<file path="src/rtl/miriscv_mdu_ctrl_if.sv">
// Bus between the issue/writeback/MDU side and the MDU execute-stage sequencer.
interface miriscv_mdu_ctrl_if #(
    parameter int unsigned XLEN     = 32,
    parameter int unsigned MDU_OP_W = 3
);
    // Issue side
    logic                issue_valid_i;
    logic                issue_ready_o;
    logic [MDU_OP_W-1:0] issue_op_i;
    logic [XLEN-1:0]     issue_a_i;
    logic [XLEN-1:0]     issue_b_i;
    logic                flush_i;

    // Writeback side
    logic                wb_valid_o;
    logic                wb_ready_i;
    logic [XLEN-1:0]     wb_result_o;

    // MDU side
    logic                mdu_req_o;
    logic [MDU_OP_W-1:0] mdu_op_o;
    logic [XLEN-1:0]     mdu_port_a_o;
    logic [XLEN-1:0]     mdu_port_b_o;
    logic                mdu_kill_o;
    logic                mdu_keep_o;
    logic [XLEN-1:0]     mdu_result_i;
    logic                mdu_stall_req_i;

    // Sequencer view
    modport slave (
        input  issue_valid_i, issue_op_i, issue_a_i, issue_b_i, flush_i,
        input  wb_ready_i, mdu_result_i, mdu_stall_req_i,
        output issue_ready_o, wb_valid_o, wb_result_o,
        output mdu_req_o, mdu_op_o, mdu_port_a_o, mdu_port_b_o, mdu_kill_o, mdu_keep_o
    );

    // Environment view (issue logic, writeback and MDU)
    modport master (
        output issue_valid_i, issue_op_i, issue_a_i, issue_b_i, flush_i,
        output wb_ready_i, mdu_result_i, mdu_stall_req_i,
        input  issue_ready_o, wb_valid_o, wb_result_o,
        input  mdu_req_o, mdu_op_o, mdu_port_a_o, mdu_port_b_o, mdu_kill_o, mdu_keep_o
    );
endinterface

</file>
<file path="src/rtl/miriscv_mdu_ctrl.sv">
// Execute-stage MDU sequencer: latches one op, drives the MDU until it stops
// stalling, registers the result for writeback and short-circuits repeats
// through a one-entry last-result cache.
module miriscv_mdu_ctrl #(
    parameter bit          CACHE_EN = 1'b1,
    parameter int unsigned XLEN     = 32,
    parameter int unsigned MDU_OP_W = 3
) (
    input  logic              clk_i,
    input  logic              rst_i,
    miriscv_mdu_ctrl_if.slave bus
);

    typedef enum logic [1:0] {IDLE, BUSY, DONE} state_t;

    state_t              state;
    logic                req;
    logic                kill;
    logic                keep;
    logic                wb_valid;
    logic [MDU_OP_W-1:0] op;
    logic [XLEN-1:0]     port_a;
    logic [XLEN-1:0]     port_b;
    logic [XLEN-1:0]     wb_result;

    logic                cache_valid;
    logic [MDU_OP_W-1:0] cache_op;
    logic [XLEN-1:0]     cache_a;
    logic [XLEN-1:0]     cache_b;
    logic [XLEN-1:0]     cache_data;

    logic                issue_ready_c;
    logic                accept_c;
    logic                hit_c;
    logic                complete_c;

    // Handshake decode; ready depends on the current-cycle ready/flush inputs
    always_comb begin
        issue_ready_c = !rst_i && !bus.flush_i &&
                        ((state == IDLE) || ((state == DONE) && bus.wb_ready_i));
        accept_c      = bus.issue_valid_i && issue_ready_c;
        hit_c         = CACHE_EN && cache_valid &&
                        (bus.issue_op_i == cache_op) &&
                        (bus.issue_a_i == cache_a) &&
                        (bus.issue_b_i == cache_b);
        complete_c    = (state == BUSY) && req && !bus.mdu_stall_req_i;
    end

    // Sequencer state, MDU drive registers, result register and cache
    always_ff @(posedge clk_i) begin
        if (rst_i) begin
            state       <= IDLE;
            req         <= 1'b0;
            kill        <= 1'b0;
            keep        <= 1'b0;
            wb_valid    <= 1'b0;
            op          <= '0;
            port_a      <= '0;
            port_b      <= '0;
            wb_result   <= '0;
            cache_valid <= 1'b0;
            cache_op    <= '0;
            cache_a     <= '0;
            cache_b     <= '0;
            cache_data  <= '0;
        end else begin
            kill <= 1'b0;
            if (bus.flush_i) begin
                // Flush wins: abandon everything; only a running MDU op needs a kill
                kill     <= (state == BUSY);
                state    <= IDLE;
                req      <= 1'b0;
                keep     <= 1'b0;
                wb_valid <= 1'b0;
            end else begin
                case (state)
                    BUSY: begin
                        if (complete_c) begin
                            state     <= DONE;
                            req       <= 1'b0;
                            keep      <= 1'b1;
                            wb_valid  <= 1'b1;
                            wb_result <= bus.mdu_result_i;
                            if (CACHE_EN) begin
                                cache_valid <= 1'b1;
                                cache_op    <= op;
                                cache_a     <= port_a;
                                cache_b     <= port_b;
                                cache_data  <= bus.mdu_result_i;
                            end
                        end
                    end
                    DONE: begin
                        if (bus.wb_ready_i && !accept_c) begin
                            state    <= IDLE;
                            keep     <= 1'b0;
                            wb_valid <= 1'b0;
                        end
                    end
                    default: ;
                endcase

                // Accept is only possible from IDLE or a consumed DONE
                if (accept_c) begin
                    op     <= bus.issue_op_i;
                    port_a <= bus.issue_a_i;
                    port_b <= bus.issue_b_i;
                    if (hit_c) begin
                        state     <= DONE;
                        req       <= 1'b0;
                        keep      <= 1'b1;
                        wb_valid  <= 1'b1;
                        wb_result <= cache_data;
                    end else begin
                        state    <= BUSY;
                        req      <= 1'b1;
                        keep     <= 1'b0;
                        wb_valid <= 1'b0;
                    end
                end
            end
        end
    end

    assign bus.issue_ready_o = issue_ready_c;
    assign bus.wb_valid_o    = wb_valid;
    assign bus.wb_result_o   = wb_result;
    assign bus.mdu_req_o     = req;
    assign bus.mdu_op_o      = op;
    assign bus.mdu_port_a_o  = port_a;
    assign bus.mdu_port_b_o  = port_b;
    assign bus.mdu_kill_o    = kill;
    assign bus.mdu_keep_o    = keep;

endmodule

</file>
<file path="src/flat_wrapper.sv">
// flat-port wrapper written by rule: the top's interface ports become plain ports
module miriscv_mdu_ctrl_flat 
#(
    parameter bit          CACHE_EN = 1'b1,
    parameter int unsigned XLEN     = 32,
    parameter int unsigned MDU_OP_W = 3
)
  (clk_i, rst_i, bus_issue_valid_i, bus_issue_op_i, bus_issue_a_i, bus_issue_b_i, bus_flush_i, bus_wb_ready_i, bus_mdu_result_i, bus_mdu_stall_req_i, bus_issue_ready_o, bus_wb_valid_o, bus_wb_result_o, bus_mdu_req_o, bus_mdu_op_o, bus_mdu_port_a_o, bus_mdu_port_b_o, bus_mdu_kill_o, bus_mdu_keep_o);
  miriscv_mdu_ctrl_if #(.XLEN(XLEN), .MDU_OP_W(MDU_OP_W)) bus_i ();
  input  logic clk_i;
  input  logic rst_i;
  input wire logic [$bits(bus_i.issue_valid_i)-1:0] bus_issue_valid_i;
  input wire logic [$bits(bus_i.issue_op_i)-1:0] bus_issue_op_i;
  input wire logic [$bits(bus_i.issue_a_i)-1:0] bus_issue_a_i;
  input wire logic [$bits(bus_i.issue_b_i)-1:0] bus_issue_b_i;
  input wire logic [$bits(bus_i.flush_i)-1:0] bus_flush_i;
  input wire logic [$bits(bus_i.wb_ready_i)-1:0] bus_wb_ready_i;
  input wire logic [$bits(bus_i.mdu_result_i)-1:0] bus_mdu_result_i;
  input wire logic [$bits(bus_i.mdu_stall_req_i)-1:0] bus_mdu_stall_req_i;
  output wire logic [$bits(bus_i.issue_ready_o)-1:0] bus_issue_ready_o;
  output wire logic [$bits(bus_i.wb_valid_o)-1:0] bus_wb_valid_o;
  output wire logic [$bits(bus_i.wb_result_o)-1:0] bus_wb_result_o;
  output wire logic [$bits(bus_i.mdu_req_o)-1:0] bus_mdu_req_o;
  output wire logic [$bits(bus_i.mdu_op_o)-1:0] bus_mdu_op_o;
  output wire logic [$bits(bus_i.mdu_port_a_o)-1:0] bus_mdu_port_a_o;
  output wire logic [$bits(bus_i.mdu_port_b_o)-1:0] bus_mdu_port_b_o;
  output wire logic [$bits(bus_i.mdu_kill_o)-1:0] bus_mdu_kill_o;
  output wire logic [$bits(bus_i.mdu_keep_o)-1:0] bus_mdu_keep_o;
  assign bus_i.issue_valid_i = bus_issue_valid_i;
  assign bus_i.issue_op_i = bus_issue_op_i;
  assign bus_i.issue_a_i = bus_issue_a_i;
  assign bus_i.issue_b_i = bus_issue_b_i;
  assign bus_i.flush_i = bus_flush_i;
  assign bus_i.wb_ready_i = bus_wb_ready_i;
  assign bus_i.mdu_result_i = bus_mdu_result_i;
  assign bus_i.mdu_stall_req_i = bus_mdu_stall_req_i;
  assign bus_issue_ready_o = bus_i.issue_ready_o;
  assign bus_wb_valid_o = bus_i.wb_valid_o;
  assign bus_wb_result_o = bus_i.wb_result_o;
  assign bus_mdu_req_o = bus_i.mdu_req_o;
  assign bus_mdu_op_o = bus_i.mdu_op_o;
  assign bus_mdu_port_a_o = bus_i.mdu_port_a_o;
  assign bus_mdu_port_b_o = bus_i.mdu_port_b_o;
  assign bus_mdu_kill_o = bus_i.mdu_kill_o;
  assign bus_mdu_keep_o = bus_i.mdu_keep_o;
  miriscv_mdu_ctrl #(.CACHE_EN(CACHE_EN), .XLEN(XLEN), .MDU_OP_W(MDU_OP_W)) u_core (.clk_i(clk_i), .rst_i(rst_i), .bus(bus_i));
endmodule
</file>
<file path="config.mk">
export PLATFORM = sky130hd
export DESIGN_NAME = miriscv_mdu_ctrl_flat
export DESIGN_NICKNAME = d
export VERILOG_FILES = /design/src/rtl/miriscv_mdu_ctrl_if.sv /design/src/rtl/miriscv_mdu_ctrl.sv /design/src/flat_wrapper.sv
export SDC_FILE = /design/constraint.sdc
export NUM_CORES = 1
export LEC_CHECK = 0
export BUFFER_PORTS_ARGS = -buffer_cell sky130_fd_sc_hd__buf_4
export CORE_UTILIZATION = 45
export CTS_CLUSTER_SIZE = 10
export DETAILED_ROUTE_END_ITERATION = 8
export HOLD_SLACK_MARGIN = 0.15
export PLACE_DENSITY_LB_ADDON = 0.05
export REMOVE_ABC_BUFFERS = 1
export SLEW_MARGIN = 20
export SYNTH_ARGS = -nofsm -noshare
export SYNTH_HDL_FRONTEND = slang
export SYNTH_SLANG_ARGS = --single-unit
</file>
<file path="constraint.sdc">
create_clock -name clk_i -period 3.65 [get_ports clk_i]
set_input_delay 0.5475 -clock clk_i [delete_from_list [all_inputs] [get_ports clk_i]]
set_output_delay 0.5475 -clock clk_i [all_outputs]
set_load 0.02 [all_outputs]
</file>
* Word level (Yosys, flattened, before mapping)
Index checks and enable logic that the tools add are counted.
** Cells by class
- Eq/ne operators :: 7
- Mux-type cells :: 18
- Bitwise gates (word level) :: 1
- Reduce and logical (&&, ||, !) cells :: 25
** Operators by type and width (number)
- two-way mux 32 bit :: 4
- == test 32 bit :: 2
- logical AND 1 bit :: 10
- two-way mux 1 bit :: 8
- two-way mux 2 bit :: 4
- AND reduction 3 bit :: 2
- logical NOT 1 bit :: 4
- case mux 2 bit (2 select lines) :: 1
- AND reduction 2 bit :: 2
- nonzero test 2 bit :: 2
- OR reduction 2 bit :: 2
- == test 3 bit :: 1
- != test 3 x 1 -> 1 bit (second input constant) :: 1
- != test 3 x 2 -> 1 bit (second input constant) :: 1
- nonzero test 3 bit :: 1
- == test 2 x 1 -> 1 bit (second input constant) :: 1
- == test 2 bit (second input constant) :: 1
- logical NOT 2 bit :: 1
- case mux 1 bit (2 select lines) :: 1
- logical OR 1 bit :: 1
- NOT 1 bit :: 1
** Word-level totals
- Flip-flop bits (word level) :: 204
- Logic and storage cells :: 64

* Depth between registers and ports, before layout
- Word-level depth :: 10
- Mapped depth :: 10

* Least setup slack after synthesis
No wires, ideal clock.
- Path kind :: input port to flip-flop
- Start :: input port bus_flush_i
- End :: register u_core.port_b[22], in the netlist u_core.bus.mdu_port_b_o[22]
- Library setup time :: 0.070 ns
- Arrival time :: 2.160 ns
- Required time :: 3.580 ns
- Path slack :: 1.419 ns
- Cell stages on the path :: 9
- Cells stage by stage :: buf_2 > or2_2 > nor2_1 > and2_1 > buf_2 > buf_2 > buf_2 > nand2_1 > a21oi_1
** Between the ends
- Longest elaborated chain between the ends :: 5
- Elaborated cells on any way between the ends :: 6
** Ends and longest elaborated chain
- start: declaration :: RTL line flat_wrapper.sv:16 : input wire logic [$bits(bus_i.flush_i)-1:0] bus_flush_i;
- logical NOT 1 bit :: RTL line miriscv_mdu_ctrl.sv:39 : issue_ready_c = !rst_i && !bus.flush_i &&
- logical AND 1 bit (2 in a row) :: RTL line miriscv_mdu_ctrl.sv:39
- via bus_issue_ready_o :: RTL line flat_wrapper.sv:20 : output wire logic [$bits(bus_i.issue_ready_o)-1:0] bus_issue_ready_o;
- logical AND 1 bit :: RTL line miriscv_mdu_ctrl.sv:41 : accept_c = bus.issue_valid_i && issue_ready_c;
- AND reduction 2 bit (no line)
- end signal: assignment :: RTL line miriscv_mdu_ctrl.sv:107 : port_b <= bus.issue_b_i;
- end: declaration :: RTL line miriscv_mdu_ctrl.sv:23 : logic [XLEN-1:0] port_b;
The timed path passes the listed nets, and every way through them passes these cells.
A chain may end at the register's enable or synchronous reset.

* Final worst setup path
- Start :: register u_core.state[1]
- End :: register u_core.wb_result[9], in the netlist u_core.bus.wb_result_o[9]
** Between the ends
- Longest elaborated chain between the ends :: 7
- Elaborated cells on any way between the ends :: 13
** Ends and longest elaborated chain
- start: declaration :: RTL line miriscv_mdu_ctrl.sv:16 : state_t state;
- start signal: assignment :: RTL line miriscv_mdu_ctrl.sv:52 : state <= IDLE;
- start signal: assignment :: RTL line miriscv_mdu_ctrl.sv:71 : state <= IDLE;
- start signal: assignment :: RTL line miriscv_mdu_ctrl.sv:79 : state <= DONE;
- == test 2 x 1 -> 1 bit :: RTL line miriscv_mdu_ctrl.sv:46, miriscv_mdu_ctrl.sv:76
- logical AND 1 bit (2 in a row) :: RTL line miriscv_mdu_ctrl.sv:46 : complete_c = (state == BUSY) && req && !bus.mdu_stall_req_i;
- two-way mux 32 bit :: RTL line miriscv_mdu_ctrl.sv:78 : if (complete_c) begin
- two-way mux 32 bit :: RTL line miriscv_mdu_ctrl.sv:76 : case (state)
- two-way mux 32 bit :: RTL line miriscv_mdu_ctrl.sv:108 : if (hit_c) begin
- two-way mux 32 bit * :: RTL line miriscv_mdu_ctrl.sv:104 : if (accept_c) begin
- end signal: assignment :: RTL line miriscv_mdu_ctrl.sv:83 : wb_result <= bus.mdu_result_i;
- end signal: assignment :: RTL line miriscv_mdu_ctrl.sv:113 : wb_result <= cache_data;
- end: declaration :: RTL line miriscv_mdu_ctrl.sv:24 : logic [XLEN-1:0] wb_result;
Mark *: on every way between the ends. The rest lies on a longest branch, timed or not.

==> impl_metrics.json <==
{
  "antenna_found_initial": 0,
  "die_area_mm2": 0.0204,
  "synth_seq_cells": 203,
  "numCtsBuffers": 24,
  "yosys.area.top_type": "dfxtp_1",
  "globalRouteMet1Util": 0.309,
  "ys_seq_area_frac": 0.456,
  "fin_nets": 1363,
  "p_leak_nw": 4.15,
  "worstSkewPairLatency_ns": 0.51,
  "setup_slack_ns": 1.14,
  "die_x_um": 143,
  "hold_violations": 0,
  "ctsHtreeMaxLevel": 1,
  "layout-drive-gt1-share": 0.261,
  "rsz0062_at_grt": "no",
  "synth_edf_count": 0,
  "use_met3": 0.0510,
  "cts_tree": "built",
  "end_kind": "register",
  "cts_sinks": 203,
  "ff2ff_setup_slack_ns": 1.14,
  "hold_buffers": 0,
  "r2r-start": "u_core.state[1]",
  "worstMarginPinSlew_ns": 1.03,
  "yosysTopAreaCellShare": 0.456,
  "core_mm2": 0.0195,
  "syn-cell-area_mm2": 0.00891,
  "synthAdderAreaFrac": 0.00421,
  "synth_flop_cell": "dfxtp_1",
  "drtAntennaViolNets": 0,
  "synthMuxAreaShare": 0.0404,
  "clock_skew_ns": 0.0171,
  "crit_arrival_ns": 2.90,
  "synth_xor_xnor_area_share": 0.0491,
  "start_kind": "register",
  "port-buffer-count": 208,
  "viasPerCell": 5.17,
  "grt_max_degree": 90,
  "max-clock-path-buffers": 3,
  "clk_pin_slew_worst_paths_ns": 0.06,
  "cts_setup_buffers": 0,
  "max_cap_viol_count": 0,
  "required_ns": 4.04,
  "drtIter0Drc": 336,
  "final_cells": 1522,
  "dieHeight_um": 143,
  "synth_top_family_by_area": "simple AND/OR/NAND/NOR gates",
  "ir_drop_mv": 0.546,
  "diodes": 0,
  "ys_warn_count": 0,
  "slew_headroom": 0.311,
  "synth_area_leaders": "dfxtp_1 46%, nand2_1 15%, a21oi_1 11%",
  "pre_cts_slack_ns": 1.02,
  "syn_to_final_growth_pct": 26.5,
  "power.density_mw_per_mm2": 424,
  "start_util": 0.458,
  "worstReg2RegEnd": "u_core.bus.wb_result_o[9]",
  "vias": 7876,
  "gp_congestion": 0.761,
  "drt-total-wl_um": 23900,
  "async_flop_share": 0,
  "overflow": 0,
  "worstPathMaxFanout": 16,
  "critPathKind": "reg2reg",
  "outcome": "completed",
  "grt_use_total": 0.233,
  "first_pass_iters": 7,
  "r2r_cells": 8,
  "cts.root.buffer_cell": "clkbuf_16",
  "final-setup-viol-count": 0,
  "holdPathEnd": "u_core.cache_data[23]",
  "row_count": 51,
  "syn_inst": 1088,
  "fmax_ghz": 0.399,
  "drt_drc_violations_left": 0,
  "fin_crit_ns": 2.51,
  "detail_route.wl_per_cell_um": 15.7,
  "synth_compound_area_frac": 0.201,
  "grt_first_pass_wirelength_um": 38100,
  "avgSynthCellArea_um2": 8.19,
  "yosys.area_share.simple": 0.202,
  "hp-start": "bus_mdu_result_i[23]",
  "grt_most_used_layer": "met2",
  "holdPathStages": 3,
  "cts_resized": 0,
  "hpwl_um": 14800,
  "dp.cells": 1494,
  "drv_slew": 0,
  "use_met2": 0.383,
  "synth.distinct_cells": 41,
  "grt_pass1_vias": 7416,
  "fin_crit_sh": 0.687,
  "ios": 209,
  "hold_class": "in2reg"
}
-- Yosys cell counts, types with 11 or more instances --
| library cell | n |
|---|---|
| a21oi_1 | 203 |
| buf_2 | 20 |
| clkbuf_1 | 55 |
| dfxtp_1 | 203 |
| inv_1 | 11 |
| mux2_2 | 32 |
| nand2_1 | 367 |
| nand2b_1 | 16 |
| o21ai_1 | 32 |
| o41ai_2 | 29 |
| xnor2_1 | 38 |
| xor2_1 | 12 |
-- routing by layer --
layer / routed length (um) / vias to the layer above
li1: - / 3974
met1: 11000 / 3675
met2: 10900 / 197
met3: 1610 / 30
met4: 417 / 0
met5: 0 / -
-- flip-flops by register name, summed over array words and instances (netlist names) --
register and cells:
u_core.bus.mdu_op_o 3, u_core.bus.wb_result_o 32, u_core.cache_valid 1, u_core.cache_op 3
u_core.cache_data 32, u_core.state 2, u_core.cache_b 32, u_core.bus.mdu_req_o 1
u_core.bus.mdu_port_b_o 32, u_core.cache_a 32, u_core.bus.mdu_port_a_o 32, u_core.bus.mdu_kill_o 1
-- where the power goes --
group,total (W),switching [W],internal [W]
Combinational,0.000367,0.000197,0.000170
Clock,0.00215,0.000858,0.00129
Sequential,0.00226,0.0000200,0.00224
-- worst max path at each step --
stage	start	end
final	u_core.state[1]	u_core.bus.wb_result_o[9]
after floorplan	u_core.state[1]	u_core.cache_a[0]
after CTS	u_core.state[1]	u_core.bus.wb_result_o[9]
after global placement	bus_issue_b_i[12]	u_core.bus.wb_result_o[10]
after global routing	u_core.state[1]	u_core.bus.wb_result_o[10]
after detailed placement	bus_issue_b_i[17]	u_core.bus.wb_result_o[9]
-- through the flow --
step                      utilization  area [um2]  hold slack, ns  total power (W)  setup TNS (ns)
after floorplan                     -        8530           0.430          0.00245         -176.24
after global placement          0.545       10600           0.444          0.00268               0
after detailed placement        0.545       10600           0.449          0.00268               0
after CTS                       0.579       11300           0.275          0.00483               0
after global routing            0.579       11300           0.288          0.00496               0
final                           0.579       11300           0.286          0.00478               0
-- critical path, cell delays in order (launching register included) --
cell and delay [ns]:
dfxtp_1 0.39, ha_1 0.19, a21oi_1 0.08, nand3b_2 0.24, nor4_1 0.48, nand2_2 0.32
buf_4 0.32, o41ai_1 0.28, o21ai_1 0.09
-- cell families after synthesis --
| group | after synthesis |
|---|---|
| compound gates | 280 |
| xor+xnor | 50 |
| fa+ha+maj | 3 |
| buf+inv | 95 |
| flops | 203 |
| mux | 32 |
| simple gates | 425 |
-- cells in the final DEF, fill, tap and decap left out, types with 2 or more instances in the layout --
master,Yosys,layout
a21oi_1,203,203
and2_1,3,2
buf_12,0,2
buf_4,4,222
clkbuf_16,0,25
dfxtp_1,203,203
ha_1,3,3
inv_1,11,11
mux2_2,32,32
nand2_1,367,365
nand2_2,0,2
nand2b_1,16,16
nand4_1,9,9
nor2_1,4,3
nor2_4,1,2
nor2b_1,7,6
nor3_1,3,3
nor4_1,4,4
nor4_4,2,2
o2111ai_1,5,5
o21ai_0,2,2
o21ai_1,32,32
o41ai_1,3,3
o41ai_2,29,29
xnor2_1,38,38
xor2_1,12,12
-- area by class of cell --
cell class / instances / area [um2]
multi-input combinational: 790 / 4450
sequential: 203 / 4060
clock inverter: 1 / 30.0
clock buffer: 27 / 643
timing repair buffer: 225 / 1720
tap: 265 / 332
fill: 1805 / 8190
inverter: 11 / 41.3
No activity file was read; power rests on OpenSTA's default activity.
